==> src/rtl/vga_timing_gen_if.sv <==
`default_nettype none
// ============================================================================
// Module      : vga_timing_gen_if
// Description : Video timing bundle from vga_timing_gen to its consumers.
//               The master side drives position, syncs, blanking, board-cell
//               decode and the frame counter. The slave side observes them.
// Revision    : 1.0 - initial release
// ============================================================================
interface vga_timing_gen_if #(
    parameter int VGA_WIDTH = 12
);
    logic [VGA_WIDTH-1:0] hdata;
    logic [VGA_WIDTH-1:0] vdata;
    logic                 hsync;
    logic                 vsync;
    logic                 data_enable;
    logic                 line_start;
    logic                 frame_start;
    logic [3:0]           cell_x;
    logic [3:0]           cell_y;
    logic                 cell_valid;
    logic [15:0]          frame_count;

    modport master (
        output hdata, vdata, hsync, vsync, data_enable, line_start,
               frame_start, cell_x, cell_y, cell_valid, frame_count
    );

    modport slave (
        input  hdata, vdata, hsync, vsync, data_enable, line_start,
               frame_start, cell_x, cell_y, cell_valid, frame_count
    );
endinterface
`default_nettype wire

==> src/rtl/vga_timing_gen.sv <==
`default_nettype none
// ============================================================================
// Module      : vga_timing_gen
// Description : VGA raster timing generator with board-cell decode. All
//               outputs are registered from the *next* raster position, so
//               every output describes the pixel on hdata/vdata.
//               Optional feature macro: VGA_FRAME_COUNTER_EN (enables the
//               16-bit completed-frame counter; otherwise it is tied to 0).
// Revision    : 1.0 - initial release
// ============================================================================
module vga_timing_gen #(
    parameter int   VGA_WIDTH = 12,
    parameter int   HSIZE     = 800,
    parameter int   HFP       = 856,
    parameter int   HSP       = 976,
    parameter int   HMAX      = 1040,
    parameter int   VSIZE     = 600,
    parameter int   VFP       = 637,
    parameter int   VSP       = 643,
    parameter int   VMAX      = 666,
    parameter logic HSPP      = 1'b1,
    parameter logic VSPP      = 1'b1,
    parameter int   CELL      = 40,
    parameter int   GRID_ORG  = 40,
    parameter int   GRID_N    = 10
) (
    input  logic             clk,
    input  logic             rst_n,
    input  logic             en,
    vga_timing_gen_if.master vga
);

    localparam int CW = (CELL > 1) ? $clog2(CELL) : 1;

    // PRIME: out of reset, the first enabled edge presents (0,0) rather than
    // advancing, so the line/frame pulses for pixel (0,0) are not lost.
    typedef enum logic {
        ST_PRIME = 1'b0,
        ST_RUN   = 1'b1
    } state_t;

    state_t state;
    state_t state_next;

    // Per-axis board trackers: inside flag, offset inside current cell and a
    // free-running position-mod-CELL counter (grid-line detection).
    logic          in_x;
    logic          in_y;
    logic [CW-1:0] off_x;
    logic [CW-1:0] off_y;
    logic [CW-1:0] mod_x;
    logic [CW-1:0] mod_y;

    logic [VGA_WIDTH-1:0] h_next;
    logic [VGA_WIDTH-1:0] v_next;
    logic                 v_step;
    logic                 in_x_next;
    logic                 in_y_next;
    logic [CW-1:0]        off_x_next;
    logic [CW-1:0]        off_y_next;
    logic [CW-1:0]        mod_x_next;
    logic [CW-1:0]        mod_y_next;
    logic [3:0]           cx_next;
    logic [3:0]           cy_next;
    logic                 cell_valid_next;

    // State register for the prime/run sequencer.
    always_ff @(posedge clk or negedge rst_n) begin
        if (!rst_n) begin
            state <= ST_PRIME;
        end else begin
            state <= state_next;
        end
    end

    // Next raster position and next board-tracker state.
    always_comb begin
        state_next = state;
        if (en) begin
            state_next = ST_RUN;
        end

        h_next = vga.hdata;
        v_next = vga.vdata;
        v_step = 1'b0;
        if (state == ST_PRIME) begin
            h_next = '0;
            v_next = '0;
            v_step = 1'b1;
        end else if (vga.hdata == VGA_WIDTH'(HMAX - 1)) begin
            h_next = '0;
            v_step = 1'b1;
            v_next = (vga.vdata == VGA_WIDTH'(VMAX - 1)) ? '0 : vga.vdata + 1'b1;
        end else begin
            h_next = vga.hdata + 1'b1;
        end

        // Horizontal axis: advances every enabled edge.
        mod_x_next = (h_next == '0 || mod_x == CW'(CELL - 1)) ? '0 : mod_x + 1'b1;
        in_x_next  = in_x;
        cx_next    = vga.cell_x;
        off_x_next = off_x;
        if (h_next == VGA_WIDTH'(GRID_ORG)) begin
            in_x_next  = 1'b1;
            cx_next    = '0;
            off_x_next = '0;
        end else if (h_next == '0) begin
            in_x_next  = 1'b0;
            cx_next    = '0;
            off_x_next = '0;
        end else if (in_x) begin
            if (off_x == CW'(CELL - 1)) begin
                off_x_next = '0;
                if (vga.cell_x == 4'(GRID_N - 1)) begin
                    in_x_next = 1'b0;
                    cx_next   = '0;
                end else begin
                    cx_next = vga.cell_x + 4'd1;
                end
            end else begin
                off_x_next = off_x + 1'b1;
            end
        end

        // Vertical axis: advances only when the row changes.
        mod_y_next = mod_y;
        in_y_next  = in_y;
        cy_next    = vga.cell_y;
        off_y_next = off_y;
        if (v_step) begin
            mod_y_next = (v_next == '0 || mod_y == CW'(CELL - 1)) ? '0 : mod_y + 1'b1;
            if (v_next == VGA_WIDTH'(GRID_ORG)) begin
                in_y_next  = 1'b1;
                cy_next    = '0;
                off_y_next = '0;
            end else if (v_next == '0) begin
                in_y_next  = 1'b0;
                cy_next    = '0;
                off_y_next = '0;
            end else if (in_y) begin
                if (off_y == CW'(CELL - 1)) begin
                    off_y_next = '0;
                    if (vga.cell_y == 4'(GRID_N - 1)) begin
                        in_y_next = 1'b0;
                        cy_next   = '0;
                    end else begin
                        cy_next = vga.cell_y + 4'd1;
                    end
                end else begin
                    off_y_next = off_y + 1'b1;
                end
            end
        end

        cell_valid_next = in_x_next && in_y_next &&
                          (mod_x_next != '0) && (mod_y_next != '0);
    end

    // Output and tracker registers: load on enabled edges, hold otherwise;
    // the two start pulses drop whenever en is low.
    always_ff @(posedge clk or negedge rst_n) begin
        if (!rst_n) begin
            vga.hdata       <= '0;
            vga.vdata       <= '0;
            vga.hsync       <= ~HSPP;
            vga.vsync       <= ~VSPP;
            vga.data_enable <= 1'b0;
            vga.line_start  <= 1'b0;
            vga.frame_start <= 1'b0;
            vga.cell_x      <= '0;
            vga.cell_y      <= '0;
            vga.cell_valid  <= 1'b0;
            in_x            <= 1'b0;
            in_y            <= 1'b0;
            off_x           <= '0;
            off_y           <= '0;
            mod_x           <= '0;
            mod_y           <= '0;
        end else if (en) begin
            vga.hdata       <= h_next;
            vga.vdata       <= v_next;
            vga.hsync       <= (h_next >= VGA_WIDTH'(HFP) && h_next < VGA_WIDTH'(HSP)) ? HSPP : ~HSPP;
            vga.vsync       <= (v_next >= VGA_WIDTH'(VFP) && v_next < VGA_WIDTH'(VSP)) ? VSPP : ~VSPP;
            vga.data_enable <= (h_next < VGA_WIDTH'(HSIZE)) && (v_next < VGA_WIDTH'(VSIZE));
            vga.line_start  <= (h_next == '0);
            vga.frame_start <= (h_next == '0) && (v_next == '0);
            vga.cell_x      <= cx_next;
            vga.cell_y      <= cy_next;
            vga.cell_valid  <= cell_valid_next;
            in_x            <= in_x_next;
            in_y            <= in_y_next;
            off_x           <= off_x_next;
            off_y           <= off_y_next;
            mod_x           <= mod_x_next;
            mod_y           <= mod_y_next;
        end else begin
            vga.line_start  <= 1'b0;
            vga.frame_start <= 1'b0;
        end
    end

`ifdef VGA_FRAME_COUNTER_EN
    // Count frame starts produced by wrap-around; the primed first frame
    // start after reset is deliberately not counted.
    always_ff @(posedge clk or negedge rst_n) begin
        if (!rst_n) begin
            vga.frame_count <= '0;
        end else if (en && state == ST_RUN && h_next == '0 && v_next == '0) begin
            vga.frame_count <= vga.frame_count + 16'd1;
        end
    end
`else
    assign vga.frame_count = '0;
`endif

endmodule
`default_nettype wire

==> src/flat_wrapper.sv <==
// flat-port wrapper written by rule: the top's interface ports become plain ports
module vga_timing_gen_flat 
#(
    parameter int   VGA_WIDTH = 12,
    parameter int   HSIZE     = 800,
    parameter int   HFP       = 856,
    parameter int   HSP       = 976,
    parameter int   HMAX      = 1040,
    parameter int   VSIZE     = 600,
    parameter int   VFP       = 637,
    parameter int   VSP       = 643,
    parameter int   VMAX      = 666,
    parameter logic HSPP      = 1'b1,
    parameter logic VSPP      = 1'b1,
    parameter int   CELL      = 40,
    parameter int   GRID_ORG  = 40,
    parameter int   GRID_N    = 10
)
  (clk, rst_n, en, vga_hdata, vga_vdata, vga_hsync, vga_vsync, vga_data_enable, vga_line_start, vga_frame_start, vga_cell_x, vga_cell_y, vga_cell_valid, vga_frame_count);
  vga_timing_gen_if #(.VGA_WIDTH(VGA_WIDTH)) vga_i ();
  input  logic clk;
  input  logic rst_n;
  input  logic en;
  output wire logic [$bits(vga_i.hdata)-1:0] vga_hdata;
  output wire logic [$bits(vga_i.vdata)-1:0] vga_vdata;
  output wire logic [$bits(vga_i.hsync)-1:0] vga_hsync;
  output wire logic [$bits(vga_i.vsync)-1:0] vga_vsync;
  output wire logic [$bits(vga_i.data_enable)-1:0] vga_data_enable;
  output wire logic [$bits(vga_i.line_start)-1:0] vga_line_start;
  output wire logic [$bits(vga_i.frame_start)-1:0] vga_frame_start;
  output wire logic [$bits(vga_i.cell_x)-1:0] vga_cell_x;
  output wire logic [$bits(vga_i.cell_y)-1:0] vga_cell_y;
  output wire logic [$bits(vga_i.cell_valid)-1:0] vga_cell_valid;
  output wire logic [$bits(vga_i.frame_count)-1:0] vga_frame_count;
  assign vga_hdata = vga_i.hdata;
  assign vga_vdata = vga_i.vdata;
  assign vga_hsync = vga_i.hsync;
  assign vga_vsync = vga_i.vsync;
  assign vga_data_enable = vga_i.data_enable;
  assign vga_line_start = vga_i.line_start;
  assign vga_frame_start = vga_i.frame_start;
  assign vga_cell_x = vga_i.cell_x;
  assign vga_cell_y = vga_i.cell_y;
  assign vga_cell_valid = vga_i.cell_valid;
  assign vga_frame_count = vga_i.frame_count;
  vga_timing_gen #(.VGA_WIDTH(VGA_WIDTH), .HSIZE(HSIZE), .HFP(HFP), .HSP(HSP), .HMAX(HMAX), .VSIZE(VSIZE), .VFP(VFP), .VSP(VSP), .VMAX(VMAX), .HSPP(HSPP), .VSPP(VSPP), .CELL(CELL), .GRID_ORG(GRID_ORG), .GRID_N(GRID_N)) u_core (.clk(clk), .rst_n(rst_n), .en(en), .vga(vga_i));
endmodule
==> config.mk <==
export PLATFORM = sky130hd
export DESIGN_NAME = vga_timing_gen_flat
export DESIGN_NICKNAME = d
export VERILOG_FILES = /design/src/rtl/vga_timing_gen_if.sv /design/src/rtl/vga_timing_gen.sv /design/src/flat_wrapper.sv
export SDC_FILE = /design/constraint.sdc
export NUM_CORES = 1
export LEC_CHECK = 0
export ABC_AREA = 1
export BUFFER_PORTS_ARGS = -buffer_cell sky130_fd_sc_hd__clkbuf_2
export CORE_MARGIN = 8
export CORE_UTILIZATION = 50
export CTS_BUF_LIST = sky130_fd_sc_hd__clkbuf_2
export DETAILED_ROUTE_END_ITERATION = 10
export PLACE_DENSITY = 0.76
export SLEW_MARGIN = 20
export SYNTH_ARGS = -nofsm -noshare
export SYNTH_HDL_FRONTEND = slang
export SYNTH_SLANG_ARGS = --single-unit
==> constraint.sdc <==
create_clock -name clk -period 2.1 [get_ports clk]
set_input_delay 0.315 -clock clk [delete_from_list [all_inputs] [get_ports clk]]
set_output_delay 0.315 -clock clk [all_outputs]
set_load 0.01 [all_outputs]
* Yosys cells after proc, flatten, opt, wreduce, memory -nomap -nowiden
Cells that the tools add are included.
Operators by class: $add $sub $neg 8, $lt $le $gt $ge 6, eq/ne operators 10, muxes and demuxes 43, reduce and logical (&&, ||, !) cells 21
Operators with widths (count):
- two-way mux 6 bit | 11
- two-way mux 12 bit | 5
- less-than comparator 12 x 10 -> 1 bit, second input constant | 4
- two-way mux 4 bit | 10
- adder 12 x 1 -> 12 bit, second input constant | 2
- adder 6 x 1 -> 6 bit, second input constant | 4
- equality test 12 x 6 -> 1 bit, second input constant | 2
- equality test 6 bit, second input constant | 4
- greater-or-equal comparator 12 x 10 -> 1 bit, second input constant | 2
- zero test 12 bit | 2
- two-way mux 1 bit | 17
- equality test 12 x 10 -> 1 bit, second input constant | 1
- equality test 12 x 11 -> 1 bit, second input constant | 1
- nonzero test 3 bit | 4
- nonzero test 6 bit | 2
- adder 4 x 1 -> 4 bit, second input constant | 2
- equality test 4 bit, second input constant | 2
- logical AND 1 bit | 7
- AND reduction 3 bit | 2
- AND reduction 4 bit | 1
- logical OR 1 bit | 2
- AND reduction 2 bit | 1
Storage, ports and cells: bits in registers 65, bits of input ports 3, output and inout port bits 54, logic and storage cells 105

* Longest topological paths before layout
word-level depth 11, depth in mapped cells 18

* Worst setup path after synthesis
OpenSTA, ideal clock, no wires.
kind register -> register, start register u_core.vga.hdata[0], end register u_core.vga.cell_valid, library setup time 0.116 ns, arrival time 2.144 ns, required time 1.984 ns, slack -0.160 ns, cell stages (with the launch flop) 19, clock period less this slack 2.260 ns, cell sequence dfrtp_1 > ha_1 > nand3_2 > nor2_4 > nand2_4 > buf_6 > nor2_1 > nand2_1 > nand3_2 > nand2_2 > nor2_4 > nand3_2 > buf_6 > nand3_2 > nand2_1 > nor2_1 > nand2_1 > nand2_1 > nand2_1
On the way: word-level cells in the longest chain between the ends 10
RTL lines:
- start, declared | RTL line vga_timing_gen_if.sv:25 | output hdata, vdata, hsync, vsync, data_enable, line_start,
- start signal, assigned | RTL line vga_timing_gen.sv:180 | vga.hdata <= h_next;
- branches (longest 9 deep; another with adder 12 x 1 -> 12 bit)
- logical AND 1 bit * | RTL line vga_timing_gen.sv:156 | (mod_x_next != '0) && (mod_y_next != '0);
- end signal, assigned | RTL line vga_timing_gen.sv:189 | vga.cell_valid <= cell_valid_next;
- end, declared | RTL line vga_timing_gen_if.sv:26 | frame_start, cell_x, cell_y, cell_valid, frame_count
Every way passes the cells marked *. A chain may end at the register's enable or synchronous reset.

* Worst setup path in the final report
start register u_core.vga.hdata[1], end register u_core.off_y[3]
On the way: word-level cells in the longest chain between the ends 6
RTL lines:
- equality test 12 x 11 -> 1 bit * | RTL line vga_timing_gen.sv:90 | end else if (vga.hdata == VGA_WIDTH'(HMAX - 1)) begin
- two-way mux 12 bit | RTL line vga_timing_gen.sv:90
- two-way mux 12 bit | RTL line vga_timing_gen.sv:86 | if (state == ST_PRIME) begin
- equality test 12 x 6 -> 1 bit / zero test 12 bit (equally long branches) | RTL line vga_timing_gen.sv:132, vga_timing_gen.sv:136
- nonzero test 3 bit (no source line) / two-way mux 6 bit (equally long branches)
- AND reduction 3 bit (no source line) / two-way mux 6 bit (equally long branches)
- end signal, assigned | RTL line vga_timing_gen.sv:193 | off_y <= off_y_next;
- end, declared | RTL line vga_timing_gen.sv:50 | logic [CW-1:0] off_y;
Mark *: on every way between the ends. The rest lies on a longest branch, timed or not.

==> run summary <==
==========================================================================================
Fraction of the yosys area taken by sequential cells ........................       36.30%
Critical setup path kind .................................................... flop to flop
First-pass GRT wire length ..................................................     22.65 mm
Final worst path period share ...............................................       120.1%
Number of enable flip-flop cells after synthesis ............................            0
Port bufs ...................................................................           40
Relative slew margins .......................................................       42.83%
Cell Rows ...................................................................           34
Largest cells by area after synthesis ....................................... sky130_fd_sc_hd__dfrtp_1 (36%), sky130_fd_sc_hd__nand2_1 (13%), sky130_fd_sc_hd__nand3_1 (5.9%), sky130_fd_sc_hd__inv_1 (5.2%), sky130_fd_sc_hd__o21ai_0 (4.5%)
DRC violation count after routing ...........................................            0
Global placement routability congestion .....................................       0.9237
Primary FF master, synth .................................................... sky130_fd_sc_hd__dfrtp_1
CP Cell Sequence ............................................................ ha_4 > nand2_4 > nor2_4 > nand3_4 > nor2_4 > nand2_2 > nor2_2 > nor2_1 > nand2_2 > nor2_1 > nand3_4 > nand2_4 > o21ai_4 > nand2_1 > o21ai_1
CTS sink cnt ................................................................           65
Number of setup violations in the final report ..............................           38
Avg Inst Size Synth .........................................................    7.345 µm²
Num CTS Buffers .............................................................            9
Nets ........................................................................          798
Clock edge transition at the registers on the reported setup and hold paths .      0.22 ns
Max Cap Violations ..........................................................            0
Initial Util ................................................................       51.38%
Largest driver fanout on the critical path ..................................            8
Deepest level of the CTS H-tree .............................................            3
1st-iter DRT viols ..........................................................          354
Highest Clock Rate ..........................................................    396.6 MHz
Worst slack at placement ....................................................   -0.3614 ns
Largest net degree at the start of global routing ...........................           37
Sum of internal, switching and leakage power ................................     4.981 mW
Area delta synth->final .....................................................       43.73%
Root buf cell ............................................................... sky130_fd_sc_hd__clkbuf_2
Post-layout min period ......................................................     2.521 ns
Cell Count, Final, Fillers Out ..............................................          897
Antenna violations before repair ............................................            0
Area share of the largest cell type after synthesis .........................       36.30%
Finished Cell Area .......................................................... 0.006440 mm²
Placeable Area .............................................................. 0.008721 mm²
Overall global routing resource usage .......................................       21.80%
Violations in the final reports ............................................. negative setup slack
Post-synthesis cell type count ..............................................           44
Overflow left after global routing ..........................................            0
Antenna-violating nets left .................................................            0
Synth Register Bits .........................................................           65
Via Count ...................................................................         5129
Maximum VDD drop ............................................................     585.5 µV
Area of the mapped netlist .................................................. 0.004481 mm²
PwrDens ..................................................................... 773.4 mW/mm²
HPWL after detailed placement ...............................................     9.133 mm
Maximum root-to-sink buffer count ...........................................            2
Type of the most critical hold path ......................................... input pin to flop
CP max stage delay ..........................................................      0.46 ns
Cell with the biggest individual delay on the critical path ................. sky130_fd_sc_hd__dfrtp_1
Worst Clk Skew ..............................................................   0.03047 ns
Fraction of synthesis flops using an asynchronous set or reset pin ..........       100.0%
Number of global-route vias before repair ...................................         4917
Cell count after synthesis ..................................................          610
Total Routed Length .........................................................     15.19 mm
Unrepaired setup endpoints after global routing .............................         true
Warnings, synthesis .........................................................            0
Share of final-layout standard cells stronger than drive strength 1 .........       39.80%
Leading cell type in the layout, fill and taps excluded ..................... sky130_fd_sc_hd__nand2_1
Average wire per standard cell ..............................................     16.94 µm
Post-DP Area ................................................................ 0.005497 mm²
Worst setup SP type .........................................................         flop
Required time at the worst-slack endpoint ...................................      2.60 ns
Static Leak .................................................................     3.224 nW
Vias per cell ...............................................................        5.718
Clock tree from TritonCTS ...................................................        built
Die outline width ...........................................................     110.7 µm
Dominant cell type by area after synthesis .................................. sky130_fd_sc_hd__dfrtp_1
Number of max-slew violations in the final report ...........................            0
Fin worst setup slack .......................................................   -0.4214 ns
Final hold viol count .......................................................            0
Critical path capture point type ............................................         flop
Num ports ...................................................................           57
Final core utilization ......................................................       73.85%
Placed instance count .......................................................          849
Floorplan die area ..........................................................  0.01225 mm²
Worst slew pin tran .........................................................    0.8576 ns
Ant diodes ..................................................................            0
Commonest cells after routing, fill and taps aside .......................... sky130_fd_sc_hd__nand2_1 (139), sky130_fd_sc_hd__buf_4 (120), sky130_fd_sc_hd__dfrtp_1 (62), sky130_fd_sc_hd__inv_1 (59), sky130_fd_sc_hd__clkbuf_2 (48)
Latest clock arrival within the worst-skew pair .............................      0.55 ns
Die height ..................................................................     110.7 µm
CP Data Arrival Time ........................................................      3.02 ns
Initial DRT Pass Iterations .................................................            7
Status ...................................................................... finished, violations left
==========================================================================================
==> Yosys cell counts (5+ instances only) <==
cell type / instances
sky130_fd_sc_hd__nand2_1: 158
sky130_fd_sc_hd__dfrtp_1: 65
sky130_fd_sc_hd__inv_1: 62
sky130_fd_sc_hd__nand3_1: 53
sky130_fd_sc_hd__nor2_1: 48
sky130_fd_sc_hd__o21ai_0: 40
sky130_fd_sc_hd__nand4_1: 20
sky130_fd_sc_hd__buf_4: 16
sky130_fd_sc_hd__nor3_1: 15
sky130_fd_sc_hd__o21ai_1: 14
sky130_fd_sc_hd__xor2_1: 12
sky130_fd_sc_hd__ha_1: 11
sky130_fd_sc_hd__a21oi_1: 10
sky130_fd_sc_hd__nand2_2: 9
sky130_fd_sc_hd__nand3_2: 8
sky130_fd_sc_hd__clkbuf_1: 7
sky130_fd_sc_hd__nor2_4: 6
sky130_fd_sc_hd__o31ai_1: 6
sky130_fd_sc_hd__o211ai_1: 5
==> final timing paths <==
kind                                                         start                                 end  slack [ns]  depth (start not counted)
worst max-delay path               u_core.vga.hdata[1]$_DFFE_PN0P_         u_core.off_y[3]$_DFFE_PN0P_       -0.42                         15
worst min-delay path                                            en         u_core.mod_y[2]$_DFFE_PN0P_        0.22                          2
worst max register to register     u_core.vga.hdata[1]$_DFFE_PN0P_         u_core.off_y[3]$_DFFE_PN0P_       -0.42                         15
worst min register to register  u_core.vga.data_enable$_DFFE_PN0P_  u_core.vga.data_enable$_DFFE_PN0P_        0.49                          2
max in group asynchronous                                    rst_n         u_core.mod_y[4]$_DFFE_PN0P_        1.05                          3
min in group asynchronous                                    rst_n     u_core.vga.vdata[6]$_DFFE_PN0P_        0.37                          2
==> cells by family (layout without fill, tap and decap cells) <==
kind of cell	count (synthesis)	in the layout	synth area share, %
xor gates and xnor gates	14	14	2.737
other	1	16	0.08370
buffers and inverters	96	258	9.997
AOI/OAI and AO/OA	86	86	11.23
and+or+nand+nor	337	339	36.58
adders and majority gates	11	11	3.072
DFF	65	65	36.30
==> metrics by stage <==
step                hold WS, ns  setup TNS [ns]
floorplan               0.01941          -1.072
global placement         0.4454          -4.305
detailed placement       0.4660          -6.835
CTS                      0.2079          -5.242
global route             0.1999          -14.75
finish                   0.2217          -9.936
==> flip-flops by register name (all words and copies together) (netlist names) <==
signal	flops
u_core.vga.hdata	12
u_core.vga.vdata	12
u_core.mod_x	6
u_core.mod_y	6
u_core.off_x	6
u_core.off_y	6
u_core.vga.cell_x	4
u_core.vga.cell_y	4
u_core.in_x	1
u_core.in_y	1
u_core.state	1
u_core.vga.cell_valid	1
u_core.vga.data_enable	1
u_core.vga.frame_start	1
u_core.vga.hsync	1
u_core.vga.line_start	1
u_core.vga.vsync	1
==> critical path, delay by kind of cell (launching register included) <==
kind,cells,cell delay [ns]
and+or+nand+nor,12,1.50
DFF,1,0.46
AOI/OAI and AO/OA,2,0.33
adders and majority gates,1,0.20
==> power by group <==
part           switching, mW  total, mW  leakage, nW  internal [mW]
logic                   1.32       2.43         2.31           1.11
clock network          0.525      0.800       0.0756          0.275
registers              0.280       1.75        0.835           1.47
total                   2.12       4.98         3.22           2.86
==> layer usage <==
metal	part of all wire, %	GRT usage, %	wire [µm]
met1	38	25.30	5842
met3	7.4	4.167	1125
met4	4.7	10.09	707
met5	0	0	0
met2	49	37.80	7517
==> repair_timing <==
item | in CTS | in global routing
gates cloned | 2 | 0
hold endpoints to repair | 32 | 0
buffers inserted | 18 | 12
pin swaps | 34 | 31
hold buffers | 1 | 0
gates resized for setup | 65 | 75
endpoints found under the setup margin | 37 | 41
==> final cells by class <==
| cell class | count | area (µm²) |
|---|---|---|
| timing repair buffer | 177 | 1309 |
| multi-input combinational | 466 | 2993 |
| clock buffer | 9 | 45.04 |
| tap | 108 | 135.1 |
| clock inverter | 7 | 71.32 |
| inverter | 65 | 256.5 |
| sequential | 65 | 1630 |
| fill | 583 | 2281 |
Note: power is estimated with default switching activity, not from simulation.
